**src/rtl/fp_csr_unit.sv**
```systemverilog
// fp_csr_unit: RV32F floating-point CSR state (frm, fflags) and mstatus.FS tracking.
// Resolves dynamic rounding mode for the FP ALU, gates illegal FP instructions,
// accrues exception flags from retiring FP ops and serves fflags/frm/fcsr accesses.
module fp_csr_unit #(
   parameter logic [1:0] FS_RESET = 2'b01
) (
   input  logic        clk,
   input  logic        rst_n,
   input  logic [2:0]  instr_rm,
   input  logic        fp_instr,
   output logic [2:0]  rm_out,
   output logic        fp_enable,
   output logic        fp_illegal,
   input  logic        fp_retire,
   input  logic [4:0]  fp_fflags,
   input  logic        fp_wr_freg,
   input  logic        csr_valid,
   input  logic [11:0] csr_addr,
   input  logic [1:0]  csr_op,
   input  logic [31:0] csr_wdata,
   output logic [31:0] csr_rdata,
   output logic        csr_hit,
   input  logic        fs_wr_en,
   input  logic [1:0]  fs_wdata,
   output logic [1:0]  fs_state
);

   typedef enum logic [1:0] {
      FS_OFF   = 2'b00,
      FS_INIT  = 2'b01,
      FS_CLEAN = 2'b10,
      FS_DIRTY = 2'b11
   } fs_t;

   localparam logic [11:0] ADDR_FFLAGS = 12'h001;
   localparam logic [11:0] ADDR_FRM    = 12'h002;
   localparam logic [11:0] ADDR_FCSR   = 12'h003;

   localparam logic [2:0] RM_DYN = 3'b111;
   localparam logic [2:0] RM_RSV5 = 3'b101;
   localparam logic [2:0] RM_RSV6 = 3'b110;

   logic [2:0] frm_r;
   logic [4:0] fflags_r;
   fs_t        fs_r;

   logic [4:0] acc;
   logic [7:0] csr_old;
   logic [7:0] csr_new;
   logic       csr_upd;
   logic       fp_dirty;
   logic       unused_wdata;

   // Read-modify-write for csrrw / csrrs / csrrc on an 8-bit CSR view
   function automatic logic [7:0] csr_apply(input logic [1:0] op,
                                            input logic [7:0] old_val,
                                            input logic [7:0] wdata);
      logic [7:0] res;
      case (op)
         2'b01:   res = wdata;
         2'b10:   res = old_val | wdata;
         2'b11:   res = old_val & ~wdata;
         default: res = old_val;
      endcase
      return res;
   endfunction

   // Only the low byte of the operand reaches any of the three CSRs
   assign unused_wdata = ^csr_wdata[31:8];

   // Rounding-mode resolution and illegal-instruction gating for decode
   always_comb begin
      rm_out     = (instr_rm == RM_DYN) ? frm_r : instr_rm;
      fp_illegal = fp_instr & ((fs_r == FS_OFF) | (rm_out == RM_RSV5) | (rm_out == RM_RSV6));
      fp_enable  = fp_instr & ~fp_illegal;
   end

   // Flag accrual and CSR read/update decode; the retiring op's flags are applied first
   always_comb begin
      acc     = fflags_r | (fp_retire ? fp_fflags : 5'b0);
      csr_hit = csr_valid & ((csr_addr == ADDR_FFLAGS) | (csr_addr == ADDR_FRM) |
                             (csr_addr == ADDR_FCSR));
      case (csr_addr)
         ADDR_FFLAGS: csr_old = {3'b0, acc};
         ADDR_FRM:    csr_old = {5'b0, frm_r};
         ADDR_FCSR:   csr_old = {frm_r, acc};
         default:     csr_old = 8'b0;
      endcase
      csr_rdata = csr_hit ? {24'b0, csr_old} : 32'b0;
      csr_new   = csr_apply(csr_op, csr_old, csr_wdata[7:0]);
      csr_upd   = csr_hit & (csr_op != 2'b00) & (fs_r != FS_OFF);
      fp_dirty  = fp_retire & (fp_wr_freg | (fp_fflags != 5'b0));
      fs_state  = fs_r;
   end

   // frm / fflags state: CSR update wins over plain accrual
   always_ff @(posedge clk or negedge rst_n) begin
      if (!rst_n) begin
         frm_r    <= 3'b0;
         fflags_r <= 5'b0;
      end else begin
         fflags_r <= acc;
         if (csr_upd) begin
            case (csr_addr)
               ADDR_FFLAGS: fflags_r <= csr_new[4:0];
               ADDR_FRM:    frm_r    <= csr_new[2:0];
               ADDR_FCSR: begin
                  frm_r    <= csr_new[7:5];
                  fflags_r <= csr_new[4:0];
               end
               default: ;
            endcase
         end
      end
   end

   // mstatus.FS tracking: privileged write has priority over the Dirty transition
   always_ff @(posedge clk or negedge rst_n) begin
      if (!rst_n) begin
         fs_r <= fs_t'(FS_RESET);
      end else if (fs_wr_en) begin
         fs_r <= fs_t'(fs_wdata);
      end else begin
         case (fs_r)
            FS_INIT, FS_CLEAN: if (csr_upd | fp_dirty) fs_r <= FS_DIRTY;
            default:           fs_r <= fs_r;
         endcase
      end
   end

endmodule

```
**config.mk**
```make
export PLATFORM = sky130hd
export DESIGN_NAME = fp_csr_unit
export DESIGN_NICKNAME = d
export VERILOG_FILES = /design/src/rtl/fp_csr_unit.sv
export SDC_FILE = /design/constraint.sdc
export NUM_CORES = 1
export LEC_CHECK = 0
export ABC_AREA = 1
export BUFFER_PORTS_ARGS = -buffer_cell sky130_fd_sc_hd__buf_4
export CAP_MARGIN = 20
export CORE_UTILIZATION = 25
export DETAILED_ROUTE_END_ITERATION = 16
export GPL_TIMING_DRIVEN = 0
export PLACE_DENSITY_LB_ADDON = 0.25
export SYNTH_ARGS = -nofsm -noshare
export SYNTH_HDL_FRONTEND = slang
export SYNTH_SLANG_ARGS = --single-unit
```
**constraint.sdc**
```tcl
create_clock -name clk -period 2.1 [get_ports clk]
set_clock_uncertainty 0.1 [all_clocks]
set_input_delay 0.105 -clock clk [delete_from_list [all_inputs] [get_ports clk]]
set_output_delay 0.105 -clock clk [all_outputs]
set_load 0.01 [all_outputs]
```
==> flow_metrics.env <==
export IMPL_yosysTopAreaCell="dfrtp_1"
export IMPL_grt_busiest_layer="met2"
export IMPL_final_common_cell="buf_4"
export IMPL_drtPass1Iterations=4
export IMPL_multi_input_area_sq_um=764
export IMPL_fin_nets=339
export IMPL_maxCapViolations=0
export IMPL_syn_area_per_cell_sq_um=6.35
export IMPL_setup_ws_ns=0.339
export IMPL_pwr_share_seq=0.285
export IMPL_grt_pass1_vias=1201
export IMPL_async_reset_ff_frac=1.00
export IMPL_path_max_fanout=3
export IMPL_crit_start="frm_r[0]$_DFFE_PN0P_"
export IMPL_synth_edf_count=0
export IMPL_cts_sinks=10
export IMPL_hp_class="input pin to flop"
export IMPL_min_from="fs_wdata[1]"
export IMPL_cts_path_max_buffers=2
export IMPL_path_class="flop to output port"
export IMPL_avgViaCountPerCell=4.00
export IMPL_fin_crit_ns=1.76
export IMPL_vias=1364
export IMPL_endpoint_kind="output port"
export IMPL_irDropWorstVdd_uv=142
export IMPL_internal_power_w=0.000554
export IMPL_finalMaxSlewViolations=0
export IMPL_crit_required_ns=1.89
export IMPL_core_area_sq_um=4720
export IMPL_cp_start_kind="flop"
export IMPL_dieArea_sq_um=5160
export IMPL_pwr_share_clk=0.302
export IMPL_final_util=0.394
export IMPL_synthesis_area_sq_um=1220
export IMPL_grtUsageMet3=0.0155
export IMPL_grt_antenna_before_repair=0
export IMPL_p_sw_w=0.000268
export IMPL_gr_usage_met2=0.209
export IMPL_synth_seq_cells=10
export IMPL_r2r_start="fs_state[0]$_DFFE_PN1P_"
export IMPL_start_util=0.258
export IMPL_row_count=25
export IMPL_cts_tree="built"
export IMPL_die_h_microns=71.9
export IMPL_cts_resized_gates=0
export IMPL_yosysSeqAreaShare=0.206
export IMPL_most_common_layout_cells="buf_4 (78), nand2_1 (50), inv_1 (26)"
export IMPL_clkTransAtPathRegs_ns=0.05
export IMPL_seqCellArea_sq_um=251
export IMPL_synthFlopType="dfrtp_1"
export IMPL_synth_area_leaders="dfrtp_1 (18%), nand2_1 (15%), buf_4 (15%), inv_1 (8.0%), nand3_1 (7.8%)"
export IMPL_drt_iter0_markers=29
export IMPL_synth_simple_gate_area_frac=0.419
export IMPL_grt_overflow_total=0
export IMPL_synthAdderAreaFrac=0.0103
export IMPL_cts_buffers=3
export IMPL_synth_cell_types=26
export IMPL_sw_frac_of_total=0.326
export IMPL_worstSkewPairLatency_ns=0.24
export IMPL_grt_pass1_wl_microns=5060
export IMPL_yosysWarnings=0
export IMPL_numPortBuffers=54
export IMPL_grt_usage=0.123
export IMPL_root_buffer="clkbuf_8"
export IMPL_syn_inst=192
export IMPL_synthToLayoutAreaGrowth_pct=52.5
export IMPL_finalSetupViolCount=0
export IMPL_synth_top_family_by_area="simple AND/OR/NAND/NOR gates"
export IMPL_status="finished clean"
export IMPL_fin_crit_sh=0.839
export IMPL_synth_xor_area_frac=0
export IMPL_synth_top_cell_area_share=0.185
export IMPL_gp_congestion=0.835
export IMPL_fillers=534
export IMPL_fin_setup_tns_ns=0
export IMPL_synth_mux_area_frac=0
export IMPL_drive_gt1_frac=0.369
export IMPL_max_freq_mhz=568
export IMPL_power_density_nw_per_um2=442
export IMPL_antenna_cells=0
export IMPL_h_tree_depth=1
export IMPL_rsz0062_at_grt="no"
export IMPL_ioPinCount=103
export IMPL_die_w_microns=71.9
export IMPL_grt_max_degree=11
export IMPL_combinationalPowerShare=0.413
export IMPL_total_leakage_power_nw=1.05
export IMPL_route_detailed_drc=0
export IMPL_met1_usage=0.159
export IMPL_hold_viol=0
export IMPL_cp_arrival_ns=1.56
export IMPL_wire_per_inst_microns=9.12
export IMPL_dp_slack_ns=0.362
export IMPL_routed_wl_microns=3110
export IMPL_fin_hold_ws_ns=0.0864
export IMPL_hpwl_microns=2760
export IMPL_antenna_left=0
export IMPL_synth_compound_area_frac=0.123
-- stage by stage --
step                instances  cell area (sq um)  power, W
floorplan                 215               1310  0.000434
global route              341               1860  0.000883
detailed placement        336               1800  0.000580
global placement          336               1800  0.000578
finish                    341               1860  0.000822
CTS                       341               1860  0.000833
-- final timing paths --
| path | to | slack (ns) | cells past startpoint |
|---|---|---|---|
| worst max-delay path | fp_enable | 0.34 | 7 |
| worst min-delay path | fs_state[1]$_DFFE_PN0P_ | 0.09 | 4 |
| worst max register to register | fs_state[1]$_DFFE_PN0P_ | 0.39 | 8 |
| worst min register to register | fs_state[0]$_DFFE_PN1P_ | 0.38 | 2 |
| max in group asynchronous | fs_state[0]$_DFFE_PN1P_ | 1.54 | 2 |
| min in group asynchronous | fflags_r[4]$_DFF_PN0_ | 0.14 | 2 |
-- synth_stat cells, drive strengths merged (3+ instances only) --
cell and count:
nor2 17, dfrtp 9, o221ai 3, buf 24, nand2 53, nor3 6
or2 6, inv 27, nand3 20, a21o 3, a31oi 3, a21oi 6
o21ai 9
-- sequential cells by signal, indices dropped and copies added (netlist names) --
| signal | cells |
|---|---|
| fflags_r | 5 |
| frm_r | 3 |
| fs_state | 2 |
-- power by group through the flow --
stage	sequential (W)	combinational, W	clock (W)
6_report	0.000235	0.000339	0.000248
5_1_grt	0.000237	0.000381	0.000265
3_3_place_gp	0.000239	0.000339	0
3_5_place_dp	0.000239	0.000341	0
2_1_floorplan	0.000246	0.000188	0
4_1_cts	0.000235	0.000345	0.000253
-- logic make-up (layout without fill, tap and decap cells) --
logic type,after synthesis,count (layout)
fa+ha+maj,1,1
flops,10,10
other cells,1,24
simple gates,103,103
compound gates,25,25
buf+inv,52,111
-- cell type report --
cell class,count,area share
multi-input combinational,153,0.411
buffer,24,0.0968
inverter,28,0.0592
clock buffer,4,0.0296
timing repair buffer,55,0.223
tap,67,0.0451
sequential,10,0.135
-- routing by layer --
metal / part of all wire / vias up
li1: - / 730
met1: 0.44 / 571
met2: 0.45 / 59
met3: 0.091 / 4
met4: 0.015 / 0
met5: 0 / -
-- worst max-delay path, stage by stage, from the launching register on --
cell and delay, ns:
dfrtp_1 0.39, inv_1 0.13, a31oi_1 0.13, or2_2 0.31
nand3_1 0.09, nand2_1 0.05, nor2_1 0.09, buf_4 0.12
-- timing repair --
item / CTS / global route
buffers inserted: 0 / 0
endpoints found under the hold margin: 10 / 0
hold buffers: 1 / 0
(Power assumes the default switching activity.)
